`config.mk`:
```
export PLATFORM = sky130hd
export DESIGN_NAME = alu_sequencer
export DESIGN_NICKNAME = d
export VERILOG_FILES = /design/src/rtl/alu_pkg.sv /design/src/rtl/alu_flag_gen.sv /design/src/rtl/alu_sequencer.sv
export SDC_FILE = /design/constraint.sdc
export NUM_CORES = 1
export LEC_CHECK = 0
export ABC_AREA = 1
export BUFFER_PORTS_ARGS = -buffer_cell sky130_fd_sc_hd__buf_2
export CORE_ASPECT_RATIO = 1.2
export CORE_MARGIN = 2
export CORE_UTILIZATION = 51
export CTS_CLUSTER_SIZE = 14
export DETAILED_ROUTE_END_ITERATION = 8
export PLACE_DENSITY_LB_ADDON = 0.1
export SYNTH_ARGS = -nofsm -noshare
export SYNTH_HDL_FRONTEND = slang
export SYNTH_HIERARCHICAL = 1
export SYNTH_SLANG_ARGS = --single-unit
```
`constraint.sdc`:
```
create_clock -name clk -period 2.05 [get_ports clk]
set_input_delay 0.205 -clock clk [delete_from_list [all_inputs] [get_ports clk]]
set_output_delay 0.205 -clock clk [all_outputs]
set_load 0.1 [all_outputs]
```
`src/rtl/alu_pkg.sv`:
```
// Shared constants for the ALU sequencer: ALU control codes, flag positions, opcodes,
// controller states and flag write masks.
package alu_pkg;

  localparam logic [2:0] AluSum = 3'b000;
  localparam logic [2:0] AluOr  = 3'b001;
  localparam logic [2:0] AluXor = 3'b010;
  localparam logic [2:0] AluAnd = 3'b011;
  localparam logic [2:0] AluSr  = 3'b100;

  localparam int unsigned FlagNeg   = 7;
  localparam int unsigned FlagOvf   = 6;
  localparam int unsigned FlagDec   = 3;
  localparam int unsigned FlagZero  = 1;
  localparam int unsigned FlagCarry = 0;

  localparam logic [2:0] OpAdc = 3'd0;
  localparam logic [2:0] OpSbc = 3'd1;
  localparam logic [2:0] OpAnd = 3'd2;
  localparam logic [2:0] OpOra = 3'd3;
  localparam logic [2:0] OpEor = 3'd4;
  localparam logic [2:0] OpLsr = 3'd5;

  localparam logic [2:0] StIdle  = 3'd0;
  localparam logic [2:0] StExec  = 3'd1;
  localparam logic [2:0] StAdjLo = 3'd2;
  localparam logic [2:0] StAdjHi = 3'd3;
  localparam logic [2:0] StDone  = 3'd4;

  localparam logic [7:0] WeArith = 8'hC3;
  localparam logic [7:0] WeLogic = 8'h82;
  localparam logic [7:0] WeShift = 8'h83;
  localparam logic [7:0] WeNone  = 8'h00;

  function automatic logic [7:0] flags_we_mask(input logic [2:0] op);
    case (op)
      OpAdc, OpSbc:        return WeArith;
      OpAnd, OpOra, OpEor: return WeLogic;
      OpLsr:               return WeShift;
      default:             return WeNone;
    endcase
  endfunction

  function automatic logic [7:0] pack_flags(input logic n, input logic v, input logic d,
                                            input logic z, input logic c);
    logic [7:0] f;
    f            = 8'h00;
    f[FlagNeg]   = n;
    f[FlagOvf]   = v;
    f[FlagDec]   = d;
    f[FlagZero]  = z;
    f[FlagCarry] = c;
    return f;
  endfunction

  function automatic logic [4:0] nib_sum(input logic [3:0] x, input logic [3:0] y,
                                         input logic c);
    return {1'b0, x} + {1'b0, y} + {4'b0000, c};
  endfunction

endpackage

```
`src/rtl/alu_flag_gen.sv`:
```
// Combinational N/V/Z derivation from ALU operands and result.
module alu_flag_gen
  import alu_pkg::*;
(
  input  logic [7:0] ai,
  input  logic [7:0] bi,
  input  logic [7:0] y,
  output logic       n,
  output logic       v,
  output logic       z
);

  assign n = y[7];
  assign z = (y == 8'h00);
  // Overflow: operands agree in sign but the result does not.
  assign v = (ai[7] == bi[7]) && (y[7] != ai[7]);

endmodule

```
`src/rtl/alu_sequencer.sv`:
```
// Multi-cycle controller around the external combinational ALU.
// Decimal correction passes are built only when ALU_SEQ_BCD_EN is defined.
module alu_sequencer
  import alu_pkg::*;
(
  input  logic       clk,
  input  logic       rst_n,
  input  logic       req_valid,
  output logic       req_ready,
  input  logic [2:0] req_op,
  input  logic [7:0] req_a,
  input  logic [7:0] req_b,
  input  logic       req_c,
  input  logic       req_d,
  output logic [2:0] alu_ctrl,
  output logic [7:0] alu_AI,
  output logic [7:0] alu_BI,
  output logic       alu_carry,
  output logic       alu_BCD,
  input  logic [7:0] alu_Y,
  input  logic [7:0] alu_flags,
  output logic       done,
  output logic [7:0] res,
  output logic [7:0] flags,
  output logic [7:0] flags_we
);

  logic [2:0] state_q, state_d;
  logic [2:0] op_q;
  logic [7:0] a_q, b_q;
  logic       cin_q;
  logic [7:0] res_q, flags_q, flags_we_q;

  logic       fg_n, fg_v, fg_z;
  logic       op_legal, is_adc, is_sbc, dec_op, d_bit, c_exec;
  logic [7:0] y_exec;

  assign op_legal = (op_q <= OpLsr);
  assign is_adc   = (op_q == OpAdc);
  assign is_sbc   = (op_q == OpSbc);
  assign y_exec   = op_legal ? alu_Y : a_q;
  assign c_exec   = (op_q == OpLsr) ? a_q[0] : alu_flags[0];

`ifdef ALU_SEQ_BCD_EN
  logic       d_q, c_q, n_q, v_q, z_q;
  logic [7:0] y_q;
  logic [4:0] lo_adc, lo_sbc;
  logic [7:0] adj_lo_val, adj_hi_val;
  logic       unused_flags;

  assign unused_flags = ^alu_flags[7:1];
  assign lo_adc       = nib_sum(a_q[3:0], b_q[3:0], cin_q);
  assign lo_sbc       = nib_sum(a_q[3:0], ~b_q[3:0], cin_q);
  assign dec_op       = d_q && (is_adc || is_sbc);
  assign d_bit        = d_q;

  // Corrections are always applied (possibly as zero) so decimal latency is fixed.
  always_comb begin
    adj_lo_val = 8'h00;
    adj_hi_val = 8'h00;
    if (is_adc) begin
      adj_lo_val = (lo_adc > 5'd9) ? 8'h06 : 8'h00;
      adj_hi_val = (c_q || (y_q[7:4] > 4'd9)) ? 8'h60 : 8'h00;
    end else if (is_sbc) begin
      adj_lo_val = (lo_sbc < 5'd16) ? 8'hFA : 8'h00;
      adj_hi_val = c_q ? 8'h00 : 8'hA0;
    end
  end

  always_ff @(posedge clk or negedge rst_n) begin
    if (!rst_n) begin
      d_q <= 1'b0;
      c_q <= 1'b0;
      n_q <= 1'b0;
      v_q <= 1'b0;
      z_q <= 1'b0;
      y_q <= 8'h00;
    end else begin
      case (state_q)
        StIdle: if (req_valid) d_q <= req_d;
        StExec: begin
          y_q <= y_exec;
          c_q <= c_exec;
          n_q <= fg_n;
          v_q <= fg_v;
          z_q <= fg_z;
        end
        StAdjLo: begin
          y_q <= alu_Y;
          if (is_adc) c_q <= c_q | alu_flags[0];
        end
        default: ;
      endcase
    end
  end
`else
  logic unused_in;

  assign unused_in = ^{alu_flags[7:1], req_d};
  assign dec_op    = 1'b0;
  assign d_bit     = 1'b0;
`endif

  alu_flag_gen u_flag_gen (
    .ai (alu_AI),
    .bi (alu_BI),
    .y  (alu_Y),
    .n  (fg_n),
    .v  (fg_v),
    .z  (fg_z)
  );

  always_comb begin
    alu_ctrl  = AluSum;
    alu_AI    = 8'h00;
    alu_BI    = 8'h00;
    alu_carry = 1'b0;
    case (state_q)
      StExec: begin
        alu_AI = a_q;
        case (op_q)
          OpAdc: begin
            alu_BI    = b_q;
            alu_carry = cin_q;
          end
          OpSbc: begin
            alu_BI    = ~b_q;
            alu_carry = cin_q;
          end
          OpAnd: begin
            alu_ctrl = AluAnd;
            alu_BI   = b_q;
          end
          OpOra: begin
            alu_ctrl = AluOr;
            alu_BI   = b_q;
          end
          OpEor: begin
            alu_ctrl = AluXor;
            alu_BI   = b_q;
          end
          OpLsr:   alu_ctrl = AluSr;
          default: ;
        endcase
      end
`ifdef ALU_SEQ_BCD_EN
      StAdjLo: begin
        alu_AI = y_q;
        alu_BI = adj_lo_val;
      end
      StAdjHi: begin
        alu_AI = y_q;
        alu_BI = adj_hi_val;
      end
`endif
      default: ;
    endcase
  end

  assign alu_BCD = 1'b0;

  always_comb begin
    state_d = state_q;
    case (state_q)
      StIdle: if (req_valid) state_d = StExec;
      StExec: state_d = dec_op ? StAdjLo : StDone;
`ifdef ALU_SEQ_BCD_EN
      StAdjLo: state_d = StAdjHi;
      StAdjHi: state_d = StDone;
`endif
      StDone:  state_d = StIdle;
      default: state_d = StIdle;
    endcase
  end

  always_ff @(posedge clk or negedge rst_n) begin
    if (!rst_n) begin
      state_q    <= StIdle;
      op_q       <= 3'd0;
      a_q        <= 8'h00;
      b_q        <= 8'h00;
      cin_q      <= 1'b0;
      res_q      <= 8'h00;
      flags_q    <= 8'h00;
      flags_we_q <= 8'h00;
    end else begin
      state_q <= state_d;
      case (state_q)
        StIdle: begin
          if (req_valid) begin
            op_q  <= req_op;
            a_q   <= req_a;
            b_q   <= req_b;
            cin_q <= req_c;
          end
        end
        StExec: begin
          if (!dec_op) begin
            res_q      <= y_exec;
            flags_q    <= pack_flags(fg_n, fg_v, d_bit, fg_z, c_exec);
            flags_we_q <= flags_we_mask(op_q);
          end
        end
`ifdef ALU_SEQ_BCD_EN
        // N/V/Z keep the binary result; only the value and carry are corrected.
        StAdjHi: begin
          res_q      <= alu_Y;
          flags_q    <= pack_flags(n_q, v_q, d_q, z_q,
                                   is_adc ? (c_q | (adj_hi_val != 8'h00)) : c_q);
          flags_we_q <= WeArith;
        end
`endif
        default: ;
      endcase
    end
  end

  assign req_ready = (state_q == StIdle);
  assign done      = (state_q == StDone);
  assign res       = res_q;
  assign flags     = flags_q;
  assign flags_we  = flags_we_q;

endmodule

```
---- Yosys cells after proc, flatten, opt, wreduce, memory -nomap -nowiden ----
Index checks and enable logic that the tools add are counted.
storage, ports and cells
  bits in registers ....................... 43
  output and inout bits ................... 47
  word-level logic and storage cells ...... 40
operators by class
  bitwise operators ....................... 1
  reduce and logical (&&, ||, !) cells .... 8
  mux-type cells .......................... 12
  eq/ne operators ......................... 10
  order comparisons ....................... 1
operators with widths
  kind                                                             number
  8-bit two-way mux                                                3
  8-bit one-hot mux with 3 select lines                            1
  8-bit one-hot mux with 2 select lines                            1
  3-bit one-hot mux with 4 select lines                            1
  3-bit == test, second input constant                             3
  8-bit zero test                                                  1
  8-bit NOT                                                        1
  3-bit by 1-bit == test with 1-bit output, second input constant  2
  3-bit by 2-bit == test with 1-bit output, second input constant  2
  3-bit zero test                                                  2
  3-bit two-way mux                                                2
  3-bit one-hot mux with 2 select lines                            1
  4-bit OR reduction                                               1
  3-bit less-or-equal comparator, second input constant            1
  1-bit two-way mux                                                3
  3-bit OR reduction                                               1
  2-bit != test, second input constant                             1
  2-bit AND reduction                                              1
  2-bit OR reduction                                               1
  1-bit == test                                                    1
  1-bit logical AND                                                1
  1-bit != test                                                    1

---- Longest topological paths before layout ----
  word-level depth ........................ 6
  gate-level depth with buffers ........... 12
  mapped depth without buffers ............ 12

---- Hierarchy ----
Netlist, hierarchy kept.
by module, submodules not included
  module         sequential area each (um^2)  cells an instance  area each (um^2)  instances
  alu_sequencer  925.9                        231                1926.8            1
  alu_flag_gen   0.0                          18                 71.3              1

---- Worst setup path after synthesis ----
OpenSTA, ideal clock, no wires.
  path kind ............................... register to output
  from .................................... reg state_q[2]
  to ...................................... out alu_ctrl[0]
  arrival ................................. 2.782 ns
  cell stages (with the launch flop) ...... 5
  data required time ...................... 1.845 ns
  path slack .............................. -0.937 ns
  path through ............................ dfrtp_1 inv_1 nand2_2 buf_6 nor3_1
between the ends
  longest elaborated chain between the ends .. 2
RTL lines
  what                                      line                  RTL
  from (decl)                               alu_sequencer.sv:28   logic [2:0] state_q, state_d;
  from (signal assigned)                    alu_sequencer.sv:178  state_q <= StIdle;
  from (signal assigned)                    alu_sequencer.sv:187  state_q <= state_d;
  3-bit by 1-bit == test with 1-bit output  alu_sequencer.sv:118  case (state_q)
  3-bit two-way mux                         alu_sequencer.sv:118
  to (decl)                                 alu_sequencer.sv:15   output logic [2:0] alu_ctrl,
No other way between the ends.

---- Final worst setup path ----
  from .................................... reg state_q[2]
  to ...................................... out alu_AI[5]
between the ends
  longest elaborated chain between the ends .. 2
RTL lines
  what                                      line                  RTL
  3-bit by 1-bit == test with 1-bit output  alu_sequencer.sv:118
  8-bit two-way mux                         alu_sequencer.sv:118
  to (decl)                                 alu_sequencer.sv:16   output logic [7:0] alu_AI,
No other way between the ends.

==> reports/qor.txt <==
Share of cells above drive strength 1 -> 38.17%
Power Dens Cells -> 1472 nW/um2
Core area -> 3694 um2
Die Y -> 72.57 um
Largest net degree at the start of global routing -> 41
Hold buffer count at CTS -> 0
Worst R2R Path Depth -> 10
Internal Power -> 1.603 mW
Critical path data required time -> 1850 ps
Vias -> 1,733
DR WL/cell -> 11.60 um
Final TNS setup -> 0 ps
Pre-Repair DR Iteration Count -> 4
CP Class -> reg -> out
CTS Root Cell -> clkbuf_8
Crit path time final -> 1927 ps
Fin crit share -> 94.01%
Post-cts sizing count -> 0
Initial antenna violation count -> 0
CP peak stage delay -> 440 ps
R2R Setup Slk -> 420 ps
CTS sink cnt -> 37
Hpwl dp -> 3108 um
Layout net count -> 356
Fin. max-slew vios -> 0
Worst-path fanout max -> 22
Initial Util -> 54.10%
Avg Inst Size Synth -> 8.025 um2
Gate power share -> 59.2%
Hold slack -> -0.2752 ps
Die area -> 4437 um2
Final hold viol count -> 2
All-layer global routing usage -> 22.77%
Yosys warns -> 6
Status -> finished, violations left
FF-to-FF End -> flags[6]
Clk pwr share -> 13.2%
CTS tree -> done
Number of setup buffers added after CTS -> 0
Psw -> 2.196 mW
CP Capture Type -> output port
DR vias/cell -> 4.696
DR DRC count -> 0
Crit start category -> flip-flop
VDD IR max -> 0.8063 mV
Final setup violation count -> 0
CP Cell Sequence -> inv_1, nand2_2, nor2_1, buf_2
Clock buffer depth -> 2
Failing checks -> negative hold slack
Area Growth Syn to Fin -> 29.18%
WP depth -> 4
Max cap viols -> 0
CTS Buf Count -> 5
Initial DRC count -> 86
Final Wtd Congestion -> 0.8119
Mapped Cells -> 249
Top delay family on crit path -> buffers and inverters
Sw Share -> 57.81%
DIE WIDTH -> 61.14 um
Post-Syn Area -> 1998 um2
Slew headroom -> 45.23%
Yosys cell types -> 22
Drt total wl -> 4279 um
Top-level port count -> 87
Site Rows -> 24
Primary FF master, synth -> dfrtp_1
Worst-path clk slew -> 70 ps
Worst slew pin tran -> 821.6 ps
Static Leakage -> 1.363 nW
Worst r2r src -> op_q[2]
Seq/Total Area, Yosys -> 46.34%
Max Fclk -> 518.9 MHz
Synth Register Bits -> 37
Ant. Diodes -> 0
Global-route wire length before repair -> 7500 um
Antenna viol nets, final -> 0
Total congestion overflow -> 0
Ys async rst share -> 100.0%
Vias in the first global route -> 1,737
Worst-Skew Late Latency -> 290 ps
Seq pwr share -> 27.6%
H-tree lvl count -> 2
Slowest-stage cell, CP -> buf_2
Post-synth EDFFs -> 0
Worst Hold Class -> in -> async
WP data arrival -> 1720 ps
Buffers on Ports -> 69
Worst path bufs/invs -> 2
Unrepaired setup endpoints after global routing -> no
Setup Skew -> 5.021 ps
-- per-layer routing --
| layer | vias to the layer above | track usage, % | routed length (um) | share of wire (%) |
|---|---|---|---|---|
| li1 | 880 | - | - | - |
| met1 | 794 | 26.94 | 1748 | 41 |
| met2 | 53 | 37.59 | 2172 | 51 |
| met3 | 6 | 6.417 | 282 | 6.6 |
| met4 | 0 | 10.14 | 75 | 1.8 |
| met5 | - | 0 | 0 | 0 |
-- cells by family after synthesis --
family                 count (synthesis)  synth area share (%)
other                                  1                0.1877
flip-flops                            37                 46.34
AO/OA/AOI/OAI                         36                 12.71
buffers and inverters                 46                 13.78
AND/OR/NAND/NOR                      129                 26.99
-- placed cells by master, fill, tap and decap left out, drive strengths merged --
cell type and count:
inv 27, dfrtp 37, nand4 1, conb 9, nor3 2, nor2 48, nand3 2, nand2 76
buf 69, o211ai 1, clkbuf 8, clkinv 2, o21ai 35
-- how the worst max path moves through the flow --
stage	startpoint	endpoint	slack (ps)
after floorplan	state_q[2]	alu_carry	-210
after global placement	state_q[2]	alu_AI[3]	400
after detailed placement	state_q[2]	alu_AI[3]	420
after CTS	state_q[2]	alu_AI[3]	90
after global routing	op_q[1]	alu_carry	4
final	state_q[2]	alu_AI[5]	120
-- area by class of cell --
| class | instances | area [um2] |
|---|---|---|
| Multi-Input combinational cell | 174 | 870.8 |
| Clock buffer | 6 | 72.57 |
| Inverter | 27 | 106.4 |
| Clock inverter | 2 | 10.01 |
| Tap cell | 52 | 65.06 |
| Timing Repair Buffer | 71 | 530.5 |
| Sequential cell | 37 | 925.9 |
| Fill cell | 330 | 1112 |
-- synthesized netlist by cell type, types with 2 or more instances --
cell type  instances  area (um2)
nand2_1           71       266.5
nor2_1            44       165.2
dfrtp_1           37       925.9
inv_1             23       86.33
o21ai_2           19       166.4
buf_4             13       97.59
o21ai_1           13       65.06
buf_6              5       56.30
nand2_2            4       25.02
nor2_4             3       33.78
o21ai_0            3       15.01
inv_2              2       7.510
inv_4              2       12.51
nand3_1            2       10.01
-- power groups by stage --
stage | clock (mW) | combinational, mW | sequential [mW]
after floorplan | 0 | 1.09 | 1.86
after global placement | 0 | 2.24 | 1.06
after detailed placement | 0 | 2.26 | 1.07
after CTS | 0.509 | 2.26 | 1.05
after global routing | 0.537 | 2.38 | 1.08
final | 0.500 | 2.25 | 1.05
-- metrics by stage --
stage / power [mW] / std cells / util (%) / area [um2] / setup slack, ps
2_1_floorplan: 2.942 / 257 / - / 2072 / -212.1
4_1_cts: 3.825 / 369 / 69.75 / 2576 / 87.07
6_report: 3.799 / 369 / 69.88 / 2581 / 122.9
3_3_place_gp: 3.299 / 361 / 67.51 / 2494 / 400.7
5_1_grt: 3.993 / 369 / 69.88 / 2581 / 4.068
3_5_place_dp: 3.326 / 361 / 67.51 / 2494 / 418.6
-- state kept, by name, summed over array words and instances, names as in the netlist --
register / flops
a_q: 8
b_q: 8
res: 8
flags: 4
flags_we: 3
op_q: 3
state_q: 2
cin_q: 1
Power figures use the tool's default switching activity.
